## src/rtl/t_downcounter_if.sv

```systemverilog
// t_downcounter_if: control and status bundle for one down-counter stage.
interface t_downcounter_if #(
    parameter int WIDTH = 4
);
    logic             clear;
    logic             load;
    logic [WIDTH-1:0] d;
    logic             en;
    logic             bin;
    logic [WIDTH-1:0] q;
    logic             zero;
    logic             bout;
    logic             wrapped;

    modport master (
        output clear, load, d, en, bin,
        input  q, zero, bout, wrapped
    );

    modport slave (
        input  clear, load, d, en, bin,
        output q, zero, bout, wrapped
    );
endinterface

```

## src/rtl/t_downcounter.sv

```systemverilog
// t_downcounter: toggle-stage down counter with load, clear, sticky underflow flag and borrow chain.
module t_downcounter #(
    parameter int WIDTH = 4
) (
    input  logic              clk,
    input  logic              rst_n,
    t_downcounter_if.slave    bus
);
    logic [WIDTH-1:0] q_q, q_d, t;
    logic             wrapped_q, wrapped_d;
    logic             cnt, zero;

    assign cnt  = bus.en & bus.bin;
    assign zero = ~|q_q;

    // bit i toggles when every lower bit is 0, which is exactly a borrow into bit i
    assign t[0] = cnt;
    for (genvar i = 1; i < WIDTH; i++) begin : g_t
        assign t[i] = t[i-1] & ~q_q[i-1];
    end

    always_comb begin
        q_d       = bus.clear ? '0 : bus.load ? bus.d : q_q ^ t;
        wrapped_d = (bus.clear | bus.load) ? 1'b0 : wrapped_q | (cnt & zero);
    end

    always_ff @(posedge clk or negedge rst_n) begin
        if (!rst_n) begin
            q_q       <= '0;
            wrapped_q <= 1'b0;
        end else begin
            q_q       <= q_d;
            wrapped_q <= wrapped_d;
        end
    end

    assign bus.q       = q_q;
    assign bus.zero    = zero;
    assign bus.bout    = cnt & zero;
    assign bus.wrapped = wrapped_q;
endmodule

```

## src/flat_wrapper.sv

```systemverilog
// flat-port wrapper written by rule: the top's interface ports become plain ports
module t_downcounter_flat 
#(
    parameter int WIDTH = 4
)
  (clk, rst_n, bus_clear, bus_load, bus_d, bus_en, bus_bin, bus_q, bus_zero, bus_bout, bus_wrapped);
  t_downcounter_if #(.WIDTH(WIDTH)) bus_i ();
  input  logic clk;
  input  logic rst_n;
  input wire logic [$bits(bus_i.clear)-1:0] bus_clear;
  input wire logic [$bits(bus_i.load)-1:0] bus_load;
  input wire logic [$bits(bus_i.d)-1:0] bus_d;
  input wire logic [$bits(bus_i.en)-1:0] bus_en;
  input wire logic [$bits(bus_i.bin)-1:0] bus_bin;
  output wire logic [$bits(bus_i.q)-1:0] bus_q;
  output wire logic [$bits(bus_i.zero)-1:0] bus_zero;
  output wire logic [$bits(bus_i.bout)-1:0] bus_bout;
  output wire logic [$bits(bus_i.wrapped)-1:0] bus_wrapped;
  assign bus_i.clear = bus_clear;
  assign bus_i.load = bus_load;
  assign bus_i.d = bus_d;
  assign bus_i.en = bus_en;
  assign bus_i.bin = bus_bin;
  assign bus_q = bus_i.q;
  assign bus_zero = bus_i.zero;
  assign bus_bout = bus_i.bout;
  assign bus_wrapped = bus_i.wrapped;
  t_downcounter #(.WIDTH(WIDTH)) u_core (.clk(clk), .rst_n(rst_n), .bus(bus_i));
endmodule
```

## config.mk

```make
export PLATFORM = sky130hd
export DESIGN_NAME = t_downcounter_flat
export DESIGN_NICKNAME = d
export VERILOG_FILES = /design/src/rtl/t_downcounter_if.sv /design/src/rtl/t_downcounter.sv /design/src/flat_wrapper.sv
export SDC_FILE = /design/constraint.sdc
export NUM_CORES = 1
export LEC_CHECK = 0
export CORE_AREA = 3 3 40 42
export DETAILED_ROUTE_END_ITERATION = 8
export DIE_AREA = 0 0 43 45
export PLACE_DENSITY_LB_ADDON = 0.3
export SYNTH_ARGS = -nofsm -noshare
export SYNTH_HDL_FRONTEND = slang
export SYNTH_SLANG_ARGS = --single-unit
```

## constraint.sdc

```tcl
create_clock -name clk -period 3.2 [get_ports clk]
set_clock_uncertainty 0.2 [all_clocks]
set_input_delay 0.64 -clock clk [delete_from_list [all_inputs] [get_ports clk]]
set_output_delay 0.64 -clock clk [all_outputs]
set_load 0.005 [all_outputs]
```

# [Word level (Yosys, flattened, before mapping)]
# Index checks and enable logic that the tools add are counted.
[op_classes] reduce_logical=2 mux=3 bitwise=11
[op_table] operator="2-to-1 mux 4 bit" n=2
[op_table] operator="AND 1 bit" n=5
[op_table] operator="OR reduction 4 bit" n=1
[op_table] operator="bitwise XOR 4 bit" n=1
[op_table] operator="NOT 1 bit" n=3
[op_table] operator="bitwise OR 1 bit" n=2
[op_table] operator="logical NOT 1 bit" n=1
[op_table] operator="2-to-1 mux 1 bit" n=1
[word_totals] elab_cells=18 output_inout_bits=7 ff_bits=5

# [Depth between registers and ports, before layout]
# Gate-level depths: netlist (run 1).
[depth] word_depth=7 depth_mapped=7 ltp_nobuf=7

# [Least setup slack after synthesis (run 1)]
# Ideal clock, no wire load.
[synth_path] path_type="input -> register" start="in bus_en" end="reg u_core.q_q[3] (netlist: u_core.bus.q[3])" stages=7 slack_ns=1.290 required_time_ns=2.906 t_arrival_ns=1.616 cell_sequence="nand2_1 -> inv_1 -> ha_1 -> ha_1 -> ha_1 -> xnor2_1 -> a211oi_1"
[synth_via] elab_chain_len=7
[synth_lines] element="start: declaration" line_no="flat_wrapper.sv:13" source="input wire logic [$bits(bus_i.en)-1:0] bus_en;"
[synth_lines] element="AND 1 bit" line_no="t_downcounter.sv:13" source="assign cnt = bus.en & bus.bin;"
[synth_lines] element="AND 1 bit (3 in series)" line_no="t_downcounter.sv:19" source="assign t[i] = t[i-1] & ~q_q[i-1];"
[synth_lines] element="bitwise XOR 4 bit" line_no="t_downcounter.sv:23" source="q_d = bus.clear ? '0 : bus.load ? bus.d : q_q ^ t;"
[synth_lines] element="2-to-1 mux 4 bit (2 in series)" line_no="t_downcounter.sv:23"
[synth_lines] element="via u_core.q_d[3]" line_no="t_downcounter.sv:9" source="logic [WIDTH-1:0] q_q, q_d, t;"
[synth_lines] element="end signal: assignment" line_no="t_downcounter.sv:32" source="q_q <= q_d;"
[synth_lines] element="end: declaration" line_no="t_downcounter.sv:9"
# The timed path passes the listed nets, and every way through them passes these cells.

# [Final worst setup path (run 1)]
[layout_path] start="reg u_core.q_q[2] (netlist: u_core.bus.q[2])" end="out bus_bout"
[layout_via] elab_chain_len=3
[layout_lines] element="OR reduction 4 bit" line_no="t_downcounter.sv:14" source="assign zero = ~|q_q;"
[layout_lines] element="logical NOT 1 bit" line_no="t_downcounter.sv:14"
[layout_lines] element="AND 1 bit" line_no="t_downcounter.sv:39" source="assign bus.bout = cnt & zero;"
[layout_lines] element="end: declaration" line_no="flat_wrapper.sv:17" source="output wire logic [$bits(bus_i.bout)-1:0] bus_bout;"
# No other way between the ends.

==> metrics.cfg, run 1 <==
[outcome]
status=completed

[clock_network]
cts_sinks=5
cts_buffer_depth=2
numCtsBuffers=3
cts_tree=built
cts.reportedPaths.clkPinSlew_ns=0.04
cts_resized=0
holdBufCountCts=0
cts_setup_buffers=0
insertion_delay_ns=0.24
htreeDepth=1
clock-root-buffer=clkbuf_4

[global_route]
grt_remaining_overflow=0
grt_first_pass_wirelength_mm=1.041
met1_usage=0.09360
grt_util_met3=0.03586
gr-usage-all-layers=0.07718
met2_usage=0.09880
top_usage_layer=met2
antenna_found_initial=0
grt_pass1_vias=277
grt_max_degree=8

[finish]
finalNetCount=62
drive_gt1_frac=0.1250
antenna_cells=0
synthToLayoutAreaGrowth_pct=70.09

[setup_path]
endpoint_kind=primary output
setup.worst_path.start_class=register
critPathArrivalTime_ns=1.81
worst-endpoint-required_ns=2.36
crit_type=reg2out
crit_path_max_fanout=3

[die]
die_h_um=45
num_rows=13
die_w_um=43
start_util=0.2278
die_area_um2=1935
coreArea_um2=1285
num_io_pins=17

[routing]
drt_wl_total_um=629
route.detailed.drc=0
drt_iter0_drc=2
via_per_inst=4.111
ant_nets=0
via_count=259
wl_per_cell_um=9.984
dr.pass1.iters=2

[sta]
slew_headroom=0.8455
worst_pin_slew_ns=0.2293
final-hold-violation-count=0
timing.fmax_ghz=0.3775
slew_violations=0
setup_viol=0
min_period_over_period=0.8277
rsz0062_at_grt=false
hold-worst-slack_ns=0.4136
tns_ns=0
period_minus_slack_ns=2.649

[synthesis]
synth_warnings=0
netlist_area_um2=292.8
syn_inst=28
syn_area_per_cell_um2=10.46
yosysSeqAreaShare=0.4274
ys_seq_elements=5
synth.distinct_cells=11
syn_nets=41

[hold_path]
hp-class=in2async

[pwr]
ir_drop_v=0.00009802
power_density_nw_per_um2=383.4
finalPower_w=0.0001909
leakage_nw=0.2241

[placement]
hpwl_um=525.1
place.gp.congestion=0.6906
port_buffers=16

[flow_run]
maxCapViolCount=0

cell usage in the layout, fill, tap and decap left out:
cell             count
clkbuf_4             3
a211oi_1             4
clkbuf_1             1
clkdlybuf4s50_1     16
ha_1                 3
o41ai_2              1
nor2_1               1
or3b_2               1
inv_1                6
dfrtp_1              5
nand2_1              1
xnor2_1              1
or4_4                1
nor2b_1              4
worst paths after layout:
path,startpoint,endpoint,slack (ns),cells after the start
max,u_core.bus.q[2]$_DFF_PN0_,bus_bout,0.55,3
min,rst_n,u_core.bus.q[1]$_DFF_PN0_,0.41,1
max reg2reg,u_core.bus.q[0]$_DFF_PN0_,u_core.bus.q[3]$_DFF_PN0_,1.58,6
min reg2reg,u_core.bus.q[2]$_DFF_PN0_,u_core.bus.wrapped$_DFF_PN0_,0.41,2
max in group asynchronous,rst_n,u_core.bus.q[2]$_DFF_PN0_,2.20,1
min in group clk,u_core.bus.q[2]$_DFF_PN0_,u_core.bus.wrapped$_DFF_PN0_,0.41,2
flip-flops by register name, summed over array words and instances (netlist names):
name / count
u_core.bus.q: 4
u_core.bus.wrapped: 1
synth_stat cells, drive strengths merged:
master  instances  area [um^2]
or4             1        11.26
or3b            1        8.760
nor2b           4        25.02
o41ai           1        16.27
inv             6        22.52
xnor2           1        8.760
nor2            1        3.750
ha              3        37.54
nand2           1        3.750
dfrtp           5        125.1
a211oi          4        30.03
report_power, final:
part           internal (W)  switching (W)
combinational     0.0000305      0.0000168
clock             0.0000471      0.0000254
sequential        0.0000679     0.00000327
worst max-delay path, cell delays in order, from the launching register on:
cell             delay [ns]
dfrtp_1                0.38
or4_4                  0.57
nor2_1                 0.12
clkdlybuf4s50_1        0.50
cell families (layout without fill, tap and decap cells):
family	after synthesis	count (layout)	synth area share
flops	5	5	0.4274
simple gates	8	8	0.1795
xor+xnor	1	1	0.02992
buf+inv	6	26	0.07692
fa+ha+maj	3	3	0.1282
compound gates	5	5	0.1581
per-layer routing:
layer | routed length (um) | vias up
met5 | 0 | -
met4 | 0 | 0
met3 | 55 | 0
met2 | 282 | 13
met1 | 291 | 110
li1 | - | 136
metrics by stage:
step / instances / area (um^2) / setup WS, ns / utilization
after CTS: 63 / 498.0 / 0.5318 / 0.3875
after floorplan: 28 / 292.8 / 1.290 / -
final: 63 / 498.0 / 0.5513 / 0.3875
after global routing: 63 / 498.0 / 0.4804 / 0.3875
after detailed placement: 59 / 471.7 / 0.5807 / 0.3671
after global placement: 59 / 471.7 / 0.5872 / 0.3671
area by class of cell:
cell class / count / area [um^2]
Sequential cell: 5 / 125.1
Inverter: 6 / 22.52
Tap cell: 15 / 18.77
Timing Repair Buffer: 16 / 160.2
Multi-Input combinational cell: 17 / 145.1
Fill cell: 145 / 787.0
Clock buffer: 4 / 26.28
(Power assumes the default switching activity.)
==> run 2: changes to the inputs <==
Clock period 3.2 ns to 2.4 ns, I/O delays scaled along.
==> run 2 against run 1 <==
  * Flip-flop and latch count unchanged
  * Worst hold slack worse by 0.16 ns
  * Wire length up 5.4%
  * Global-route usage up 0.25 points
  * Total power up 37%
  * Final cell count up 6.3%
  * Non-clock buffer count up 4
  * Largest cell class unchanged
  * Register-to-register slack worse by 0.88 ns
==> metrics.cfg, run 2 (synthesis results as in run 1) <==
[die]
die_h_um=45
die_w_um=43
start_util=0.2278
num_rows=13
coreArea_um2=1285
die_area_um2=1935
num_io_pins=17

[clock_network]
insertion_delay_ns=0.24
holdBufCountCts=0
clock-root-buffer=clkbuf_4
htreeDepth=1
cts_buffer_depth=2
cts.reportedPaths.clkPinSlew_ns=0.04
cts_tree=built
numCtsBuffers=3
cts_sinks=5

[sta]
rsz0062_at_grt=false
timing.fmax_ghz=0.4324
min_period_over_period=0.9636
final-hold-violation-count=0
setup_viol=0
period_minus_slack_ns=2.313
worst_slack_ns=0.08742
tns_ns=0
slew_violations=0
worst_pin_slew_ns=0.2216
slew_headroom=0.8506

[placement]
port_buffers=16
place.gp.congestion=0.6906
hpwl_um=525.1
pre_cts_slack_ns=0.1007

[setup_path]
setup.worst_path.start_class=register
crit_chain=or4_4 > buf_4 > nor2_1 > dlygate4sd2_1
slowest_stage=or4_4
crit_path_max_fanout=2
endpoint_kind=primary output
cp.depth=4
crit_family=simple AND/OR/NAND/NOR gates
critPathArrivalTime_ns=1.63
crit_type=reg2out
timing.rr.start=u_core.bus.q[0]$_DFF_PN0_
worst-endpoint-required_ns=1.72
critPathBufInv=2
ff2ff_path_depth=7
max_stage_delay_ns=0.53
cp-startpoint=u_core.bus.q[1]$_DFF_PN0_

[routing]
via_count=276
wl_per_cell_um=9.896
ant_nets=0
drt_iter0_drc=2
dr.pass1.iters=2
drt_wl_total_um=663
route.detailed.drc=0
via_per_inst=4.119

[pwr]
seq_power_share=0.361
swShare=0.2372
power_frac_comb=0.271
ir_drop_v=0.0001333
netSwitchingPower_w=0.00006219
leakage_nw=0.2611
internal-power_w=0.0002000
pwr-share-clk=0.369
power_density_nw_per_um2=495.5

[finish]
antenna_cells=0
seq_area_um2=125.1
drive_gt1_frac=0.1923
fin_util=0.4119
multi_input_area_um2=145.1
finalNetCount=66
synthToLayoutAreaGrowth_pct=80.77
final_common_cell=clkdlybuf4s50_1
nFillCells=142
largest_reg_flops=4
mostFrequentLayoutCells=clkdlybuf4s50_1 (14), inv_1 (6), dfrtp_1 (5)

[flow_run]
maxCapViolCount=0

[global_route]
grt_first_pass_wirelength_mm=1.083
grt_pass1_vias=289
gr-usage-all-layers=0.07970
grt_max_degree=8
antenna_found_initial=0
grt_remaining_overflow=0

[hold_path]
hp-class=in2async

[outcome]
status=completed

-- run 2: changes by cell type in the layout (fill, tap and decap cells not counted) --
| cell | previous run | this run |
|---|---|---|
| dlymetal6s2s_1 | 0 | 1 |
| clkdlybuf4s50_1 | 16 | 14 |
| dlygate4sd2_1 | 0 | 1 |
| buf_4 | 0 | 4 |
-- run 2: power by group through the flow --
stage / clock, W / sequential [W] / combinational (W)
after floorplan: 0 / 0.0000964 / 0.0000224
after global placement: 0 / 0.0000963 / 0.0000632
after detailed placement: 0 / 0.0000963 / 0.0000639
after CTS: 0.000102 / 0.0000947 / 0.0000691
after global routing: 0.000108 / 0.0000952 / 0.0000779
final: 0.0000966 / 0.0000946 / 0.0000710
-- run 2: per-stage QoR --
step | hold WS (ns) | power [W] | instances | area (um^2)
6_report | 0.2547 | 0.0002622 | 67 | 529.3
3_5_place_dp | 0.4128 | 0.0001602 | 59 | 471.7
4_1_cts | 0.2534 | 0.0002661 | 65 | 511.7
2_1_floorplan | -0.01559 | 0.0001188 | 28 | 292.8
5_1_grt | 0.2660 | 0.0002811 | 67 | 529.3
3_3_place_gp | 0.4107 | 0.0001595 | 59 | 471.7
-- run 2: final timing paths --
kind                                             end  slack [ns]
setup reg to reg           u_core.bus.q[3]$_DFF_PN0_        0.70
setup / recovery                            bus_bout        0.09
hold / removal             u_core.bus.q[1]$_DFF_PN0_        0.25
min in group clk           u_core.bus.q[3]$_DFF_PN0_        0.43
hold reg to reg            u_core.bus.q[3]$_DFF_PN0_        0.43
max in group asynchronous  u_core.bus.q[2]$_DFF_PN0_        1.56
-- run 2: per-layer routing --
metal | part of all wire | track usage | vias to the layer above
li1 | - | - | 142
met1 | 0.44 | 0.09606 | 121
met2 | 0.47 | 0.1048 | 13
met3 | 0.086 | 0.03586 | 0
met4 | 0 | 0.07229 | 0
met5 | 0 | 0 | -
-- run 2: what timing repair did --
action | in CTS | in global routing
setup endpoints to repair | 2 | 1
setup buffers | 2 | 2
gates cloned | 0 | 0
resized for setup | 1 | 1
pin swaps | 1 | 0
-- run 2: cell type report --
cell class | instances | area share
repair buffers | 20 | 0.3617
flip-flops and latches | 5 | 0.2364
clock buffers | 4 | 0.04965
well taps | 15 | 0.03546
multi-input cells | 17 | 0.2742
inverters | 6 | 0.04255
==> edit, RTL diff (settings of run 2) <==
`WIDTH` is set to 4 in 3 places; all go to 3.
--- a/src/rtl/t_downcounter_if.sv
+++ b/src/rtl/t_downcounter_if.sv
@@ -2,3 +2,3 @@
 interface t_downcounter_if #(
-    parameter int WIDTH = 4
+    parameter int WIDTH = 3
 );
--- a/src/rtl/t_downcounter.sv
+++ b/src/rtl/t_downcounter.sv
@@ -2,3 +2,3 @@
 module t_downcounter #(
-    parameter int WIDTH = 4
+    parameter int WIDTH = 3
 ) (
--- a/src/flat_wrapper.sv
+++ b/src/flat_wrapper.sv
@@ -3,3 +3,3 @@
 #(
-    parameter int WIDTH = 4
+    parameter int WIDTH = 3
 )
Interface: changed (resized bus_d and bus_q); port bits go from 17 to 15. The function was not compared with the original's and may differ.
==> edit against run 2 <==
Area after synthesis fell by 20%. Cell area decreased by 20%. Setup slack better by 0.20 ns. Synthesized cell count down 21%. Total power is 19% lower. Die area unchanged. Wire length is 17% lower. Sequential cell count fell by 1. Critical path type unchanged. Critical endpoint is now bus_zero. Largest cell class unchanged.
==> edit: results (changes against run 2) <==
stage,metric,value,unit,change
global_route,grt_pass1_wl,890,um,-18%
pwr,power_report.internal_total,0.163,mW,-19%
pwr,seq-power,0.0768,mW,-19%
synthesis,yosysSeqAreaShare,0.428,,+0.000457
pwr,combinationalPower,0.0526,mW,-26%
critical_path,critical_path_arrival,1.44,ns,-0.19 ns
sta,max_freq,473,MHz,+9.3%
final_layout,largest_register_ffs,3,,-1
pwr,vdd.ir_drop.worst,175,uV,+31%
cts,cts-root-buf,sky130_fd_sc_hd__clkbuf_4,,
critical_path,rr_endpoint,u_core.bus.q[2],,
drt,routedWlPerCell,9.98,um,+0.87%
global_route,globalRouteMet1Util,0.0657,,-0.0304
synthesis,avgSynthCellArea,10.6,sq um,+1.7%
global_route,grt_max_degree,7,,-1
synthesis,synth.distinct_cells,12,,+1
global_route,grt_use_total,0.0702,,-0.00952
drt,drt_pre_antenna_iters,2,,unchanged
final_layout,layout_cells_sized_above_1,0.150,,-0.0423
critical_path,worst_setup_path_endpoint,bus_zero,,
critical_path,ff2ff_setup_slack,0.95,ns,+0.25 ns
run_status,outcome,"finished, final reports clean",,
sta,worst_slew_pin_slew,0.233,ns,+0.0114 ns
place,place.gp.congestion,0.713,,+3.2%
synthesis,synth_top_cells_by_count,"sky130_fd_sc_hd__dfrtp_1 (4), sky130_fd_sc_hd__inv_1 (3), sky130_fd_sc_hd__nor2b_1 (3)",,
drt,vias_per_cell,3.95,,-4.2%
cts,post_cts.repair.setup_buffers,0,,-2
drt,wirelength,549,um,-17%
pwr,total_leakage_power,0.194,nW,-26%
synthesis,synthTopCellsByArea,"sky130_fd_sc_hd__dfrtp_1 (43%), sky130_fd_sc_hd__ha_1 (11%), sky130_fd_sc_hd__nor2b_1 (8.0%)",,
global_route,grt.met3_usage,0.0637,,+0.0279
synthesis,syn-num-nets,33,,-20%
final_layout,layout.filler_cells,125,,-12%
global_route,via_count_of_the_first_global_routing_pass,220,,-24%
place,detailedPlace.worstSlack,0.0299,ns,-0.0707 ns
critical_path,worst_r2r_path_depth,5,,-2
pwr,total_net_switching_power,0.0488,mW,-21%
critical_path,critPathMaxFanout,3,,+1
place,dp.cells,52,,-12%
final_layout,layout.nets,53,,-20%
sta,fin_hold_ws,0.247,ns,-0.00784 ns
place,buffer_ports.inserted,14,,-2
-- edit: critical path, cell delays in order, from the launching register on --
cell and delay (ns):
sky130_fd_sc_hd__dfrtp_1 0.39, sky130_fd_sc_hd__nor3_2 0.26, sky130_fd_sc_hd__clkdlybuf4s50_1 0.54
-- edit: area by class of cell --
type	count	area [sq um]	area share
Tap cell	15	18.8	0.0441
Clock buffer	3	22.5	0.0529
Sequential cell	4	100	0.235
Timing Repair Buffer	15	150	0.353
Inverter	3	11.3	0.0265
Multi-Input combinational cell	15	123	0.288
-- edit: kinds of logic after synthesis --
logic type / count (synthesis) / share of synthesized area
buf+inv: 3 / 0.0481
fa+ha+maj: 2 / 0.107
flops: 4 / 0.428
simple gates: 8 / 0.225
compound gates: 4 / 0.155
xor+xnor: 1 / 0.0374
-- edit: routing by layer --
metal  wire length, um  part of all wire
met1               218              0.40
met2               272              0.50
met3                58              0.11
met4                 0                 0
met5                 0                 0
